<file path="src/rtl/sdram_arb_pkg.sv">
// Shared definitions for the SDRAM port arbiter.
//   ADDR_W_DEF / DATA_W_DEF : default controller address and data widths
//   IDLE / BUSY / RESP      : arbiter state encoding
//   idx_w()                 : width of a port index for a given port count
package sdram_arb_pkg;

   localparam int ADDR_W_DEF = 21;
   localparam int DATA_W_DEF = 32;

   localparam logic [1:0] IDLE = 2'd0;
   localparam logic [1:0] BUSY = 2'd1;
   localparam logic [1:0] RESP = 2'd2;

   typedef enum logic [1:0] {
      ST_IDLE = IDLE,
      ST_BUSY = BUSY,
      ST_RESP = RESP
   } arb_state_e;

   // A single-port build still needs a one-bit index.
   function automatic int idx_w(input int n);
      return (n > 1) ? $clog2(n) : 1;
   endfunction

endpackage

</file>
<file path="src/rtl/sdram_port_arbiter_chk.sv">
// Protocol checker for the controller side of the SDRAM port arbiter.
//   clk, reset  : arbiter clock and synchronous reset
//   busy_i      : arbiter has an access outstanding at the controller
//   mem_valid_i : valid as seen by the controller
//   mem_ready_i : completion pulse from the controller
module sdram_port_arbiter_chk (
   input logic clk,
   input logic reset,
   input logic busy_i,
   input logic mem_valid_i,
   input logic mem_ready_i
);

   // A completion with nothing outstanding is dropped by the arbiter; report it,
   // and make sure valid never overlaps a completion.
   always_ff @(posedge clk) begin
      if (!reset) begin
         assert (busy_i || !mem_ready_i)
            else $warning("sdram_port_arbiter: mem_ready with no access outstanding was ignored (protocol error)");
         assert (!(mem_valid_i && mem_ready_i))
            else $error("sdram_port_arbiter: mem_valid high in a mem_ready cycle");
      end
   end

endmodule

</file>
<file path="src/rtl/sdram_port_arbiter_rr_pick.sv">
// Combinational round-robin selector.
//   req_i     : request vector, one bit per port
//   last_i    : index of the previously granted port
//   grant_o   : first requesting port after last_i (wrapping)
//   any_req_o : at least one port is requesting
module rr_pick
   import sdram_arb_pkg::*;
#(
   parameter int NUM_PORTS = 2,
   parameter int IDX_W     = idx_w(NUM_PORTS)
) (
   input  logic [NUM_PORTS-1:0] req_i,
   input  logic [IDX_W-1:0]     last_i,
   output logic [IDX_W-1:0]     grant_o,
   output logic                 any_req_o
);

   // Scan from last_i+1 around to last_i itself; the first requester found wins,
   // so the previous winner is considered only when nobody else is asking.
   always_comb begin
      logic [IDX_W-1:0] idx_s;
      logic             hit_s;
      idx_s     = {IDX_W{1'b0}};
      hit_s     = 1'b0;
      grant_o   = last_i;
      any_req_o = 1'b0;
      for (int k = 1; k <= NUM_PORTS; k++) begin
         idx_s     = IDX_W'((int'(last_i) + k) % NUM_PORTS);
         hit_s     = !any_req_o && req_i[idx_s];
         grant_o   = hit_s ? idx_s : grant_o;
         any_req_o = any_req_o | hit_s;
      end
   end

endmodule

</file>
<file path="src/rtl/sdram_port_arbiter.sv">
// Shares one SDRAM controller port between NUM_PORTS requesters.
//   req_*  : per-port requests (packed, port 0 in the LSBs), one-cycle
//            req_ready completion per port, shared req_rdata
//   mem_*  : controller request (held stable for the whole access) and
//            its one-cycle mem_ready completion with mem_rdata
// Grants rotate round-robin; each access costs one capture cycle and one
// response cycle on top of the controller latency.
module sdram_port_arbiter
   import sdram_arb_pkg::*;
#(
   parameter int NUM_PORTS = 2,
   parameter int ADDR_W    = ADDR_W_DEF,
   parameter int DATA_W    = DATA_W_DEF
) (
   input  logic                          clk,
   input  logic                          reset,
   input  logic [NUM_PORTS-1:0]          req_valid,
   input  logic [NUM_PORTS*ADDR_W-1:0]   req_addr,
   input  logic [NUM_PORTS*DATA_W-1:0]   req_wdata,
   input  logic [NUM_PORTS*DATA_W/8-1:0] req_wmask,
   output logic [NUM_PORTS-1:0]          req_ready,
   output logic [DATA_W-1:0]             req_rdata,
   output logic                          mem_valid,
   output logic [ADDR_W-1:0]             mem_addr,
   output logic [DATA_W-1:0]             mem_wdata,
   output logic [DATA_W/8-1:0]           mem_wmask,
   input  logic [DATA_W-1:0]             mem_rdata,
   input  logic                          mem_ready
);

   localparam int IDX_W  = idx_w(NUM_PORTS);
   localparam int MASK_W = DATA_W / 8;

   arb_state_e           state_q;
   logic [IDX_W-1:0]     grant_q;
   logic [IDX_W-1:0]     last_q;
   logic [ADDR_W-1:0]    addr_q;
   logic [DATA_W-1:0]    wdata_q;
   logic [MASK_W-1:0]    wmask_q;
   logic [NUM_PORTS-1:0] ready_q;
   logic [DATA_W-1:0]    rdata_q;

   logic [IDX_W-1:0]     pick_s;
   logic                 any_s;
   logic                 busy_s;

   logic [ADDR_W-1:0]    addr_a  [NUM_PORTS];
   logic [DATA_W-1:0]    wdata_a [NUM_PORTS];
   logic [MASK_W-1:0]    wmask_a [NUM_PORTS];

   for (genvar p = 0; p < NUM_PORTS; p++) begin : g_unpack
      assign addr_a[p]  = req_addr[p*ADDR_W +: ADDR_W];
      assign wdata_a[p] = req_wdata[p*DATA_W +: DATA_W];
      assign wmask_a[p] = req_wmask[p*MASK_W +: MASK_W];
   end

   rr_pick #(
      .NUM_PORTS (NUM_PORTS),
      .IDX_W     (IDX_W)
   ) u_rr_pick (
      .req_i     (req_valid),
      .last_i    (last_q),
      .grant_o   (pick_s),
      .any_req_o (any_s)
   );

   assign busy_s = (state_q == ST_BUSY);

   // The controller samples valid in the very cycle it raises ready, so valid
   // is gated off combinationally there to avoid launching a second access.
   assign mem_valid = busy_s & ~mem_ready;
   assign mem_addr  = addr_q;
   assign mem_wdata = wdata_q;
   assign mem_wmask = wmask_q;
   assign req_ready = ready_q;
   assign req_rdata = rdata_q;

   sdram_port_arbiter_chk u_chk (
      .clk         (clk),
      .reset       (reset),
      .busy_i      (busy_s),
      .mem_valid_i (mem_valid),
      .mem_ready_i (mem_ready)
   );

   // Arbiter FSM with capture registers and registered response.
   always_ff @(posedge clk) begin
      if (reset) begin
         state_q <= ST_IDLE;
         grant_q <= {IDX_W{1'b0}};
         last_q  <= IDX_W'(NUM_PORTS - 1);
         addr_q  <= {ADDR_W{1'b0}};
         wdata_q <= {DATA_W{1'b0}};
         wmask_q <= {MASK_W{1'b0}};
         ready_q <= {NUM_PORTS{1'b0}};
         rdata_q <= {DATA_W{1'b0}};
      end else begin
         ready_q <= {NUM_PORTS{1'b0}};
         case (state_q)
            ST_IDLE: begin
               if (any_s) begin
                  grant_q <= pick_s;
                  last_q  <= pick_s;
                  addr_q  <= addr_a[pick_s];
                  wdata_q <= wdata_a[pick_s];
                  wmask_q <= wmask_a[pick_s];
                  state_q <= ST_BUSY;
               end else begin
                  state_q <= ST_IDLE;
               end
            end
            ST_BUSY: begin
               if (mem_ready) begin
                  rdata_q <= mem_rdata;
                  ready_q <= {{(NUM_PORTS-1){1'b0}}, 1'b1} << grant_q;
                  state_q <= ST_RESP;
               end else begin
                  state_q <= ST_BUSY;
               end
            end
            // The granted port still holds req_valid here; skipping arbitration
            // in this cycle keeps it from being granted a second time.
            ST_RESP: begin
               state_q <= ST_IDLE;
            end
            default: begin
               state_q <= ST_IDLE;
            end
         endcase
      end
   end

endmodule

</file>
<file path="config.mk">
export PLATFORM = sky130hd
export DESIGN_NAME = sdram_port_arbiter
export DESIGN_NICKNAME = d
export VERILOG_FILES = /design/src/rtl/sdram_arb_pkg.sv /design/src/rtl/sdram_port_arbiter_chk.sv /design/src/rtl/sdram_port_arbiter_rr_pick.sv /design/src/rtl/sdram_port_arbiter.sv
export SDC_FILE = /design/constraint.sdc
export NUM_CORES = 1
export LEC_CHECK = 0
export CORE_MARGIN = 5
export CORE_UTILIZATION = 39
export CTS_BUF_LIST = sky130_fd_sc_hd__clkbuf_8
export DETAILED_ROUTE_END_ITERATION = 7
export PLACE_DENSITY = 0.8
export SYNTH_ARGS = -nofsm -noshare
export SYNTH_HDL_FRONTEND = slang
export SYNTH_SLANG_ARGS = --single-unit
</file>
<file path="constraint.sdc">
create_clock -name clk -period 1.8 [get_ports clk]
set_input_delay 0.18 -clock clk [delete_from_list [all_inputs] [get_ports clk]]
set_output_delay 0.18 -clock clk [all_outputs]
set_load 0.02 [all_outputs]
</file>
=== Word level (Yosys, flattened, before mapping) ===
Cells that the tools add are included.

* Register bits after elaboration: 95
* Bits of input ports: 151

* Order comparisons: 3
* Shift operators: 1
* Reductions and logical operators: 6
* $add $sub $neg: 2
* Bitwise operators: 5
* Multiplexer cells: 18
* Eq/ne operators: 1

{| class="wikitable"
|+ Operators with widths
! operator !! count
|-
| 32-bit two-way mux || 3
|-
| 21-bit two-way mux || 3
|-
| 4-bit two-way mux || 3
|-
| 1-bit two-way mux || 7
|-
| 1-bit by 2-bit < comparator with 1-bit output (second input constant) || 2
|-
| 2-bit one-hot mux with 2 select lines || 1
|-
| 2-bit AND reduction || 2
|-
| 3-bit OR reduction || 1
|-
| 1-bit adder (second input constant) || 2
|-
| 2-bit by 1-bit equality test with 1-bit output (second input constant) || 1
|-
| 2-bit >= comparator (second input constant) || 1
|-
| 2-bit logical NOT || 1
|-
| 2-bit two-way mux || 1
|-
| 1-bit inverter || 2
|-
| 1-bit inverter with 2-bit output || 1
|-
| 1-bit by 1-bit left shift with 2-bit output (first input constant) || 1
|-
| 1-bit AND || 1
|-
| 1-bit logical AND || 1
|-
| 1-bit logical NOT || 1
|-
| 1-bit bitwise OR || 1
|}

=== Depth between registers and ports, before layout ===
* Word-level depth: 10
* Mapped depth: 7

=== Cells and area by module ===
A second synthesis with hierarchy kept.

* Cell total of the unflattened synthesis: 419
* Area, all modules: 4461.8 um^2

{| class="wikitable"
|+ Modules (own cells, without submodules)
! module !! cells an instance !! sequential area each (um^2) !! area each (um^2) !! instances
|-
| sdram_port_arbiter || 416 || 1901.8 || 4441.8 || 1
|-
| rr_pick || 3 || 0.0 || 20.0 || 1
|}

=== Worst setup path before layout ===
Ideal clock, no wire load.

* Kind: register to register
* Start point: register last_q
* End point: register last_q
* Buffers on the path: 3
* Stages on the path, launching flop included: 7
* Slack: 0.453 ns
* Library setup time: 0.127 ns
* Data required time: 1.673 ns
* Arrival time: 1.220 ns
* Clock period less this slack: 1.347 ns
* Path through: dfxtp_1 > or2_2 > clkbuf_1 > buf_4 > buf_2 > nand4_1 > o211ai_1

* Word-level cells in the longest chain between the ends: 7

{| class="wikitable"
|+ Ends and longest elaborated chain
! element !! line !! text
|-
| start, declared || sdram_port_arbiter.sv:36 || <nowiki>logic [IDX_W-1:0] last_q;</nowiki>
|-
| start signal, assigned || sdram_port_arbiter.sv:91 || <nowiki>last_q <= IDX_W'(NUM_PORTS - 1);</nowiki>
|-
| start signal, assigned || sdram_port_arbiter.sv:103 || <nowiki>last_q <= pick_s;</nowiki>
|-
| 1-bit adder || sdram_port_arbiter_rr_pick.sv:28 || <nowiki>idx_s = IDX_W'((int'(last_i) + k) % NUM_PORTS);</nowiki>
|-
| 1-bit two-way mux (implied by the code) (2 in a row) || sdram_port_arbiter_rr_pick.sv:29 || <nowiki>hit_s = !any_req_o && req_i[idx_s];</nowiki>
|-
| 1-bit logical NOT || sdram_port_arbiter_rr_pick.sv:29 ||
|-
| 1-bit logical AND || sdram_port_arbiter_rr_pick.sv:29 ||
|-
| 1-bit bitwise OR || sdram_port_arbiter_rr_pick.sv:31 || <nowiki>any_req_o = any_req_o | hit_s;</nowiki>
|-
| 2-bit AND reduction (no source line) || -- ||
|}

Parallel ways exist; a longest one is shown, timed or not. The select of a mux whose other input is x is not followed.
A chain may end at the register's enable or synchronous reset.

=== Final worst setup path ===
* Start point: register state_q[0]
* End point: output port mem_valid

* Word-level cells in the longest chain between the ends: 2

{| class="wikitable"
|+ Ends and longest elaborated chain
! element !! line !! text
|-
| start, declared || sdram_port_arbiter.sv:34 || <nowiki>arb_state_e state_q;</nowiki>
|-
| start signal, assigned || sdram_port_arbiter.sv:89 || <nowiki>state_q <= ST_IDLE;</nowiki>
|-
| start signal, assigned || sdram_port_arbiter.sv:107 || <nowiki>state_q <= ST_BUSY;</nowiki>
|-
| start signal, assigned || sdram_port_arbiter.sv:109 || <nowiki>state_q <= ST_IDLE;</nowiki>
|-
| 2-bit by 1-bit equality test with 1-bit output || sdram_port_arbiter.sv:67 || <nowiki>assign busy_s = (state_q == ST_BUSY);</nowiki>
|-
| 1-bit AND || sdram_port_arbiter.sv:71 || <nowiki>assign mem_valid = busy_s & ~mem_ready;</nowiki>
|-
| end, declared || sdram_port_arbiter.sv:23 || <nowiki>output logic mem_valid,</nowiki>
|}

No other way between the ends.

==> impl_metrics.py <==
metrics = {
    "worst_setup_path": {
        "reg2reg_slack_ps": 350,
        "reg2reg_to": "mem_wdata[20]",
        "worst_ep_required_time_ps": 1620,
        "crit_start": "state_q[0]",
        "cp-end-kind": "output pin",
        "worstRegToRegCells": 4,
        "arrival_ps": 1500,
        "crit_type": "reg -> out",
        "cp_max_fo": 4,
        "cp-start-kind": "flop",
        "cp-endpoint": "mem_valid",
        "r2r_start": "last_q",
    },
    "grt": {
        "grt-ovfl-total": 0,
        "antenna_found_initial": 0,
        "grt_pass1_vias": 4693,
        "grt_max_degree": 40,
        "grt_usage": 0.2359,
        "grt_first_pass_wirelength_um": 24680,
    },
    "clocking": {
        "clock_path_buffers": 2,
        "post_cts_buffers": 0,
        "cts.sinks": 95,
        "clkSlewWorstSetupHoldPaths_ps": 90,
        "clkLatencyLatePin_ps": 360,
        "numCtsBuffers": 9,
        "cts.htree.levels": 3,
        "ctsHoldBuffers": 0,
        "cts_root_buf": "clkbuf_8",
        "tritoncts": "built",
    },
    "route": {
        "dr.pass1.iters": 5,
        "wl_per_cell_um": 18.27,
        "ant_nets": 0,
        "drc": 0,
        "viasPerCell": 5.530,
        "drt_wl_total_um": 15670,
        "vias": 4745,
        "drt_iter0_drc": 451,
    },
    "hold_path": {
        "hold_depth": 2,
        "hp-class": "in -> reg",
    },
    "die": {
        "core_um2": 10280,
        "die_w_um": 112.6,
        "dieArea_um2": 12680,
        "num_rows": 37,
        "ios": 243,
        "initial_core_util": 0.3994,
        "die_h_um": 112.6,
    },
    "timing": {
        "rsz0062_at_grt": "false",
        "period_share": 0.9337,
        "max_freq_ghz": 0.5950,
        "worstMarginPinSlew_ps": 380.5,
        "timing.final.ws_setup_ps": 119.4,
        "clock-skew-final_ps": 11.00,
        "slew_viol_final": 0,
        "hold_violations": 0,
        "fin_crit_ps": 1681,
        "finalSetupViolations": 0,
        "max_slew_margin": 0.7463,
    },
    "finish": {
        "num_antenna_cells": 0,
        "layout-drive-gt1-share": 0.08033,
        "layout_common_cells": "240 x clkdlybuf4s50_1, 95 x dfxtp_1, 90 x a21oi_1, 64 x nand2_1, 57 x nand3_1",
        "final_common_cell": "clkdlybuf4s50_1",
        "area_growth_pct": 68.39,
        "nNetsFinal": 868,
    },
    "synthesis": {
        "syn_avg_cell_area_um2": 8.194,
        "synth_nets": 652,
        "synth_seq_cells": 95,
        "synthesis.area_um2": 4105,
        "ys_types": 27,
        "yosys_warnings": 0,
        "syn_inst": 501,
        "ys_seq_area_frac": 0.4633,
    },
    "power": {
        "p_leak_uw": 0.002440,
        "power_per_cell_area_nw_per_um2": 818.1,
        "pwr-share-seq": 0.428,
        "total_power_uw": 5656,
        "switching_share": 0.3261,
        "clock_power_share": 0.244,
        "pwr-share-comb": 0.328,
        "internal-power_uw": 3811,
        "switching_power_uw": 1844,
        "vdd_drop_max_mv": 0.3999,
    },
    "outcome": {
        "status": "completed",
    },
    "flow_run": {
        "maxCapViolCount": 0,
    },
    "place": {
        "io_buffers": 242,
        "routabilityCongestion": 0.8460,
        "dp_hpwl_um": 11480,
        "pre_cts_ws_ps": -1.138,
    },
}
==> synthesized netlist by cell type, drive strengths merged <==
master	count	area share
nand3	57	0.069
a21bo	1	0.0024
o211ai	1	0.0018
o21ai	57	0.069
and3	1	0.0015
dfxtp	95	0.46
a21oi	90	0.11
clkbuf	42	0.038
nor3b	1	0.0018
and3b	1	0.0021
and2	2	0.0030
nand3b	1	0.0018
nor3	1	0.0012
nand2	65	0.059
nand4	1	0.0015
buf	20	0.030
a311oi	57	0.13
o21a	1	0.0018
or2	2	0.0030
nor2	3	0.0027
inv	2	0.0018
==> area by class of cell <==
cell class / count / area, µm²
sequential: 95 / 1902
clock inverter: 6 / 55.05
multi-input combinational: 342 / 1937
tap: 136 / 170.2
clock buffer: 10 / 137.6
timing repair buffer: 267 / 2704
inverter: 2 / 7.507
fill: 877 / 3364
==> stage by stage <==
| step | instance area, µm² | std cells | utilization | hold WS (ps) | setup TNS [ps] |
|---|---|---|---|---|---|
| global placement | 6721 | 842 | 0.6540 | 437.5 | 0 |
| global route | 6913 | 858 | 0.6726 | 207.7 | 0 |
| floorplan | 4105 | 501 | - | 316.0 | 0 |
| CTS | 6913 | 858 | 0.6726 | 179.4 | 0 |
| detailed placement | 6721 | 842 | 0.6540 | 438.7 | -1.138 |
| finish | 6913 | 858 | 0.6726 | 191.1 | 0 |
==> worst min path at each step <==
stage | startpoint | endpoint | slack (ps)
6_report | reset | grant_q | 190
5_1_grt | reset | mem_addr[15] | 210
4_1_cts | reset | grant_q | 180
3_5_place_dp | grant_q | req_ready[0] | 440
3_3_place_gp | grant_q | req_ready[0] | 440
2_1_floorplan | mem_rdata[0] | req_rdata[0] | 320
==> registers in the layout, indices dropped and copies added, names as in the netlist <==
register   count
mem_wdata     32
req_rdata     32
mem_addr      21
mem_wmask      4
req_ready      2
state_q        2
grant_q        1
last_q         1
==> power groups by stage <==
stage | Sequential (µW) | Combinational [µW] | Clock (µW)
2_1_floorplan | 2690 | 656 | 0
5_1_grt | 2440 | 1980 | 1490
4_1_cts | 2420 | 1860 | 1410
3_3_place_gp | 2460 | 1820 | 0
3_5_place_dp | 2470 | 1860 | 0
6_report | 2420 | 1850 | 1380
==> worst max-delay path, cell delays in order (launching register included) <==
cell and delay [ps]:
dfxtp_1 430, nor3b_1 300, dlygate4sd2_1 410
==> timing repair <==
| action | in CTS | in global routing |
|---|---|---|
| endpoints found under the hold margin | 0 | 0 |
| resized for setup | 1 | 0 |
| endpoints found under the setup margin | 1 | 0 |
==> metal layers <==
layer	global-route usage	vias up	wire (µm)
li1	-	2278	-
met1	0.2839	2211	6282
met2	0.4084	229	7724
met3	0.06038	27	1327
met4	0.07853	0	337
met5	0	-	0
==> logic make-up (layout without fill, tap and decap cells) <==
| logic type | Yosys count | after routing | share of synthesized area |
|---|---|---|---|
| AND/OR/NAND/NOR | 135 | 135 | 0.1478 |
| flip-flops | 95 | 95 | 0.4633 |
| AO/OA/AOI/OAI | 207 | 207 | 0.3191 |
| buffers and inverters | 64 | 285 | 0.06979 |
Note: power is estimated with default switching activity, not from simulation.
